`config.mk`:
```
export PLATFORM = sky130hd
export DESIGN_NAME = gan_result_reader
export DESIGN_NICKNAME = d
export VERILOG_FILES = /design/src/rtl/gan_result_reader.sv
export SDC_FILE = /design/constraint.sdc
export NUM_CORES = 1
export LEC_CHECK = 0
export CORE_ASPECT_RATIO = 0.5
export CORE_MARGIN = 2
export CORE_UTILIZATION = 46
export DETAILED_ROUTE_END_ITERATION = 12
export PLACE_DENSITY = 0.75
export SYNTH_ARGS = -nofsm -noshare
export SYNTH_HDL_FRONTEND = slang
export SYNTH_SLANG_ARGS = --single-unit
```
`constraint.sdc`:
```
create_clock -name clk -period 10.32 [get_ports clk]
set_input_delay 1.548 -clock clk [delete_from_list [all_inputs] [get_ports clk]]
set_output_delay 1.548 -clock clk [all_outputs]
set_load 0.02 [all_outputs]
```
`src/rtl/gan_result_reader.sv`:
```
// -----------------------------------------------------------------------------
// gan_result_reader
//   Readout end of the GAN inference path. Each issue pulse launches a
//   {valid, choice} tag down a LATENCY-deep pipeline; when the tag reaches the
//   tail, the nine generator pixels plus the discriminator score are captured
//   as one frame into a FRAME_DEPTH-entry frame buffer. Buffered frames are
//   streamed out as 10 words (pixels 1x1..3x3, then score) on a valid/ready
//   interface. A capture that finds the buffer full (with no simultaneous pop)
//   is dropped, setting the sticky overflow flag and bumping drop_cnt.
//
// Ports
//   clk, rst                 clock, asynchronous active-high reset
//   issue, issue_choice      sample-entry pulse and its choice tag
//   pixel_1x1..pixel_3x3     generator outputs (WIDTH, signed, passed as-is)
//   score                    discriminator output (WIDTH, signed)
//   out_data/out_idx         streamed word and its index 0..9
//   out_last                 high on idx 9
//   out_choice               choice tag of the frame being streamed
//   out_valid/out_ready      stream handshake
//   overflow, drop_cnt       sticky drop flag, saturating drop count
//   busy                     tags in flight, frames buffered or streaming
// -----------------------------------------------------------------------------
module gan_result_reader #(
   parameter int WIDTH       = 32,
   parameter int LATENCY     = 5,
   parameter int FRAME_DEPTH = 2
) (
   input  logic             clk,
   input  logic             rst,
   input  logic             issue,
   input  logic             issue_choice,
   input  logic [WIDTH-1:0] pixel_1x1,
   input  logic [WIDTH-1:0] pixel_1x2,
   input  logic [WIDTH-1:0] pixel_1x3,
   input  logic [WIDTH-1:0] pixel_2x1,
   input  logic [WIDTH-1:0] pixel_2x2,
   input  logic [WIDTH-1:0] pixel_2x3,
   input  logic [WIDTH-1:0] pixel_3x1,
   input  logic [WIDTH-1:0] pixel_3x2,
   input  logic [WIDTH-1:0] pixel_3x3,
   input  logic [WIDTH-1:0] score,
   output logic [WIDTH-1:0] out_data,
   output logic [3:0]       out_idx,
   output logic             out_last,
   output logic             out_choice,
   output logic             out_valid,
   input  logic             out_ready,
   output logic             overflow,
   output logic [7:0]       drop_cnt,
   output logic             busy
);

   localparam int          PW       = $clog2(FRAME_DEPTH);
   localparam int          NWORDS   = 10;
   localparam logic [3:0]  LAST_IDX = 4'd9;

   localparam logic [0:0]  ST_IDLE  = 1'b0;
   localparam logic [0:0]  ST_SEND  = 1'b1;

   // tag pipeline
   logic [LATENCY-1:0] r_tag_v;
   logic [LATENCY-1:0] r_tag_c;

   // frame buffer
   logic [WIDTH-1:0]   r_mem   [0:FRAME_DEPTH-1][0:NWORDS-1];
   logic               r_mem_c [0:FRAME_DEPTH-1];
   logic [PW:0]        r_wr_ptr;
   logic [PW:0]        r_rd_ptr;

   // stream FSM and status
   logic [0:0]         r_state;
   logic [3:0]         r_idx;
   logic               r_ovf;
   logic [7:0]         r_drop;

   logic [WIDTH-1:0]   w_frame [0:NWORDS-1];
   logic               w_capture;
   logic               w_empty;
   logic               w_full;
   logic               w_xfer;
   logic               w_pop;
   logic               w_wr_en;
   logic               w_drop;
   logic [PW-1:0]      w_wr_slot;
   logic [PW-1:0]      w_rd_slot;
   logic [PW:0]        w_wr_nxt;
   logic [PW:0]        w_rd_nxt;

   // ---------------------------------------------------------------------------
   // Tag pipeline: stage 0 loads {issue, issue_choice}; the tail stage is
   // valid exactly LATENCY cycles after the issue cycle.
   // ---------------------------------------------------------------------------
   always_ff @(posedge clk or posedge rst) begin
      if (rst) begin
         r_tag_v <= '0;
         r_tag_c <= '0;
      end else begin
         r_tag_v[0] <= issue;
         r_tag_c[0] <= issue_choice;
         for (int unsigned i = 1; i < LATENCY; i++) begin
            r_tag_v[i] <= r_tag_v[i-1];
            r_tag_c[i] <= r_tag_c[i-1];
         end
      end
   end

   // ---------------------------------------------------------------------------
   // Capture / pop decisions
   // ---------------------------------------------------------------------------
   always_comb begin
      w_frame[0] = pixel_1x1;
      w_frame[1] = pixel_1x2;
      w_frame[2] = pixel_1x3;
      w_frame[3] = pixel_2x1;
      w_frame[4] = pixel_2x2;
      w_frame[5] = pixel_2x3;
      w_frame[6] = pixel_3x1;
      w_frame[7] = pixel_3x2;
      w_frame[8] = pixel_3x3;
      w_frame[9] = score;
   end

   assign w_capture = r_tag_v[LATENCY-1];
   assign w_wr_slot = r_wr_ptr[PW-1:0];
   assign w_rd_slot = r_rd_ptr[PW-1:0];
   assign w_empty   = (r_wr_ptr == r_rd_ptr);
   // extra pointer bit distinguishes full from empty when the slots coincide
   assign w_full    = (r_wr_ptr[PW] != r_rd_ptr[PW]) && (w_wr_slot == w_rd_slot);

   assign w_xfer    = (r_state == ST_SEND) && out_ready;
   assign w_pop     = w_xfer && (r_idx == LAST_IDX);
   // a pop completing this cycle frees the very slot the capture writes into
   assign w_wr_en   = w_capture && (!w_full || w_pop);
   assign w_drop    = w_capture && w_full && !w_pop;

   assign w_wr_nxt  = r_wr_ptr + {{PW{1'b0}}, w_wr_en};
   assign w_rd_nxt  = r_rd_ptr + {{PW{1'b0}}, w_pop};

   // ---------------------------------------------------------------------------
   // Frame storage (data only, no reset needed: contents are only observed
   // through the pointers, which are reset)
   // ---------------------------------------------------------------------------
   always_ff @(posedge clk) begin
      if (w_wr_en) begin
         for (int unsigned i = 0; i < NWORDS; i++) begin
            r_mem[w_wr_slot][i] <= w_frame[i];
         end
         r_mem_c[w_wr_slot] <= r_tag_c[LATENCY-1];
      end
   end

   // ---------------------------------------------------------------------------
   // Pointers, stream FSM, word index, drop accounting
   // ---------------------------------------------------------------------------
   always_ff @(posedge clk or posedge rst) begin
      if (rst) begin
         r_wr_ptr <= '0;
         r_rd_ptr <= '0;
         r_state  <= ST_IDLE;
         r_idx    <= '0;
         r_ovf    <= 1'b0;
         r_drop   <= '0;
      end else begin
         r_wr_ptr <= w_wr_nxt;
         r_rd_ptr <= w_rd_nxt;

         case (r_state)
            ST_IDLE: begin
               if (w_wr_en) begin
                  r_state <= ST_SEND;
               end
            end
            ST_SEND: begin
               // leave SEND only when the pop empties the buffer and no
               // capture refills it in the same cycle
               if (w_pop && (w_wr_nxt == w_rd_nxt)) begin
                  r_state <= ST_IDLE;
               end
            end
            default: r_state <= ST_IDLE;
         endcase

         if (w_xfer) begin
            r_idx <= (r_idx == LAST_IDX) ? 4'd0 : r_idx + 4'd1;
         end

         if (w_drop) begin
            r_ovf <= 1'b1;
            if (r_drop != 8'hFF) begin
               r_drop <= r_drop + 8'd1;
            end
         end
      end
   end

   // ---------------------------------------------------------------------------
   // Outputs: head frame word selected by the read slot and word index; held
   // stable under backpressure since neither changes without a transfer and
   // the head slot is never written while occupied.
   // ---------------------------------------------------------------------------
   assign out_valid  = (r_state == ST_SEND);
   assign out_data   = out_valid ? r_mem[w_rd_slot][r_idx] : '0;
   assign out_idx    = r_idx;
   assign out_last   = out_valid && (r_idx == LAST_IDX);
   assign out_choice = out_valid ? r_mem_c[w_rd_slot] : 1'b0;
   assign overflow   = r_ovf;
   assign drop_cnt   = r_drop;
   assign busy       = (|r_tag_v) || !w_empty || out_valid;

endmodule
```
==> summary.md <==
| Metric | Value |
|---|---|
| Routed metal-1 wire length | `~23000 µm` |
| Final hold vios | `0` |
| Worst setup margin | `4.11 ns` |
| Num Clock Sinks | `between 600 and 700` |
| Number of buffers added for setup after CTS | `0` |
| Final WL | `60100 µm` |
| Count of yosys warnings during synthesis | `0` |
| Clock tree from TritonCTS | `yes` |
| Flop and latch count out of synthesis | `670` |
| Tot Pwr | `between 0.009 and 0.01 W` |
| Logic gate share of total power | `between 30 and 40%` |
| Setup clock skew after layout | `0.0240 ns` |
| DR WL met3 | `3040 µm` |
| Achievable Freq | `161 MHz` |
| Leak | `10.6 nW` |
| Sequential power share | `44.2%` |
| Capturing element type of the critical path | `output port` |
| Count of hold buffers inserted by post-cts repair | `0` |
| Final cell area excluding filler cells | `0.0321 mm²` |
| Signed area change from the synthesized netlist to the final layout | `24.5%` |
| Cell total after placement | `2314` |
| Number of antenna violations at the first check in global routing | `22` |
| Clock Latency Late Sink | `approximately 0.6 ns` |
| Detailed Place HPWL | `39700 µm` |
| Switching share of total power | `32.7%` |
| Netlist area before placement | `0.0257 mm²` |
| CP Data Arrival Time | `~4.7 ns` |
| Ratio of total power to cell area | `between 200 and 300 mW/mm²` |
| Number of remaining DRC errors | `0` |
| Number of flops mapped to enable cells by yosys | `642` |
| Max-slew headroom at the worst pin | `between 20% and 30%` |
| Shortest clock period the worst path allows after layout | `6.21 ns` |
| Clk pwr share | `21.6%` |
| WL per Instance | `roughly 25 µm` |
| Antenna-violating nets left | `0` |
| CTS H-Tree Depth | `2` |
| Async set-reset flop share out of synthesis | `4.18%` |
| P_sw | `0.00312 W` |
| Drt via density | `5.42` |
| Boundary Pins | `374` |
| Critical path data required time | `a little under 9 ns` |
| Transition time at the pin with the least slew margin | `around 1.1 ns` |
| Final TNS setup | `0 ns` |
| Number of buffers added on ports | `373` |
| Total number of placement rows | `61` |
| Avg Synthesized Cell Area | `20.9 µm²` |
| Post-synth top flop | `sky130_fd_sc_hd__edfxtp_1` |
| Worst min-delay path class | `reg2reg` |
| Number of detailed-routing iterations run before antenna repair | `5` |
| GP Congestion | `0.839` |
| Root buffer cell | `sky130_fd_sc_hd__clkbuf_16` |
| Peak supply drop | `306 µV` |
| Count of final max-slew check failures | `0` |
| Minimum setup slack among reg-to-reg paths | `about 5.3 ns` |
| Number of inserted filler cells in the final layout | `4036` |
| Cell Count, Final, Fillers Out | `2440` |
| Final layout net count | `1946` |
| Number of buffers on the longest clock path | `3` |
| Highest metal layer used by the detailed router | `met5` |
| Starting DRC count in detailed routing | `1258` |
| Inserted Clock Buffers | `57` |
| Global-route wire length before repair | `85500 µm` |
| Result of the run | `complete, no violations` |
| Die Span X | `339 µm` |
| Worst setup timing slack at the placement stage | `around 4.6 ns` |
| Setup Viol. Count Final | `0` |
| Worst-path maximum fanout | `56` |
| Worst Setup Path Type | `reg2out` |
| Unrepaired setup endpoints after global routing | `no` |
| Resize count post-CTS | `0` |
| Die Footprint | `0.0580 mm²` |
| Net count after synthesis | `approximately 1600` |
| Tot GR Track Use | `20.1%` |
| Startpoint types | `flop` |
| Cell internal power dissipation | `0.00641 W` |
| Via count of the first global-routing pass | `13511` |
| Gate Count Post-Synth | `between 1000 and 1500` |
| Core Region | `0.0554 mm²` |
| Total global routing overflow | `0` |
| Clk slew on worst S/H paths | `0.07 ns` |
| Max-cap violations | `0` |
| Maximum number of pins on one net before global-route repair | `between 90 and 100` |
| Starting utilization of the core area | `46.5%` |
| Fraction of the yosys area taken by sequential cells | `77.6%` |
| Count of cell types in the netlist | `46` |
| Placed cell areas | `0.0302 mm²` |
| Height of the die | `171 µm` |
| Via Count | `around 13000` |
| Ratio of cells with drive above 1 in the final layout | `about an eighth` |
| Tcrit/Tclk final | `60.1%` |
| Routed met2 length | `about 33000 µm` |
==> sequential cells by signal (all words and copies together), names as in the netlist <==
signal,cells
drop_cnt,8
out_idx,4
out_valid,1
overflow,1
r_mem,640
r_mem_c,2
r_rd_ptr,2
r_tag_c,5
r_tag_v,5
r_wr_ptr,2
==> layout make-up <==
type	instances	area (µm²)	share of cell area [%]
Sequential cell	670	20000	62.4
Clock buffer	75	1570	4.88
Multi-Input combinational cell	489	5360	16.7
Inverter	5	18.8	0.0586
Antenna cell	21	52.6	0.164
Clock inverter	30	214	0.668
Timing Repair Buffer	394	3900	12.2
Tap cell	756	946	2.95
==> per-stage QoR <==
stage / util [%] / hold WS, ns
floorplan: - / 0.331
global placement: 54.5 / 0.334
detailed placement: 54.5 / 0.335
CTS: 57.7 / 0.348
global route: 57.8 / 0.359
finish: 57.8 / 0.347
==> power groups by stage <==
| stage | logic (W) | clock network (W) | registers (W) |
|---|---|---|---|
| after global routing | 0.00348 | 0.00219 | 0.00427 |
| after floorplan | 0.00216 | 0 | 0.00427 |
| after global placement | 0.00324 | 0 | 0.00422 |
| after detailed placement | 0.00327 | 0 | 0.00426 |
| final | 0.00326 | 0.00205 | 0.00421 |
| after CTS | 0.00329 | 0.00208 | 0.00421 |
==> cell usage in the layout (no fill, tap or decap), drive strengths merged, types with 4 or more instances in the layout <==
master         netlist  final
clkdlybuf4s50        0    373
o211ai              32     32
nor2b                5      5
nand2               38     38
nand3               37     37
dfrtp               28     28
a22oi               64     64
ha                   4      4
xnor2                6      6
diode                0     21
inv                  5      6
mux2i              161    161
mux4                96     96
clkinv               0     25
nor3b                4      4
xor2                 7      7
clkbuf              25     75
nor2                 4      4
buf                 42     21
edfxtp             642    642
nor3                 5      5
==> final timing paths <==
check | startpoint | endpoint | depth (start not counted)
max in group asynchronous | rst | out_idx[0] | 3
worst max-delay path | r_rd_ptr[0] | out_data[13] | 7
worst min-delay path | r_tag_c[2] | r_tag_c[3] | 0
worst max register to register | r_rd_ptr[0] | r_mem[1][197] | 6
worst min register to register | r_tag_c[2] | r_tag_c[3] | 0
min in group asynchronous | rst | overflow | 3
==> synth_stat cells (2+ instances only) <==
cell,count,area [µm²]
sky130_fd_sc_hd__clkbuf_4,2,15.0
sky130_fd_sc_hd__nor3b_1,3,22.5
sky130_fd_sc_hd__nand3_1,37,185
sky130_fd_sc_hd__o21ai_0,2,10.0
sky130_fd_sc_hd__o21ba_2,2,20.0
sky130_fd_sc_hd__nand2_1,38,143
sky130_fd_sc_hd__a22oi_1,64,480
sky130_fd_sc_hd__mux2i_1,161,1610
sky130_fd_sc_hd__ha_1,4,50.1
sky130_fd_sc_hd__nor2_1,3,11.3
sky130_fd_sc_hd__buf_4,15,113
sky130_fd_sc_hd__mux2_1,2,22.5
sky130_fd_sc_hd__buf_2,20,100
sky130_fd_sc_hd__o211ai_1,32,240
sky130_fd_sc_hd__and3_1,2,12.5
sky130_fd_sc_hd__mux4_2,96,2160
sky130_fd_sc_hd__and3b_1,2,17.5
sky130_fd_sc_hd__and2_1,2,12.5
sky130_fd_sc_hd__a31oi_1,2,12.5
sky130_fd_sc_hd__nor2b_1,5,31.3
sky130_fd_sc_hd__clkbuf_1,23,86.3
sky130_fd_sc_hd__nand2b_1,2,12.5
sky130_fd_sc_hd__edfxtp_1,642,19300
sky130_fd_sc_hd__xor2_1,6,52.6
sky130_fd_sc_hd__nor3_1,4,20.0
sky130_fd_sc_hd__xnor2_1,5,43.8
sky130_fd_sc_hd__buf_6,4,45.0
sky130_fd_sc_hd__dfrtp_1,28,701
sky130_fd_sc_hd__buf_12,2,40.0
sky130_fd_sc_hd__inv_1,5,18.8
==> metal layers <==
layer / vias up / track usage, %
met5: - / 0
met4: 2 / 8.06
met3: 93 / 3.57
met2: 368 / 36.0
met1: 6866 / 24.3
li1: 5896 / -
==> worst max-delay path: stages (launching register included) <==
cell                              delay, ns
sky130_fd_sc_hd__dfrtp_4               0.86
sky130_fd_sc_hd__buf_4                 0.69
sky130_fd_sc_hd__buf_4                 0.85
sky130_fd_sc_hd__mux2i_1               0.17
sky130_fd_sc_hd__a22oi_1               0.30
sky130_fd_sc_hd__nand3_1               0.22
sky130_fd_sc_hd__o211ai_1              0.20
sky130_fd_sc_hd__clkdlybuf4s50_1       0.73
==> cell families (layout without fill, tap and decap cells) <==
group / Yosys count / in the layout / share of synthesized area, %
AO/OA/AOI/OAI: 106 / 106 / 3.15
XOR/XNOR: 13 / 13 / 0.501
adder cells (fa/ha/maj): 4 / 4 / 0.194
buffers and inverters: 72 / 504 / 1.68
flip-flops: 670 / 670 / 77.6
multiplexers: 259 / 259 / 14.7
other: 0 / 21 / 0
AND/OR/NAND/NOR: 107 / 107 / 2.10
Power figures use the tool's default switching activity.
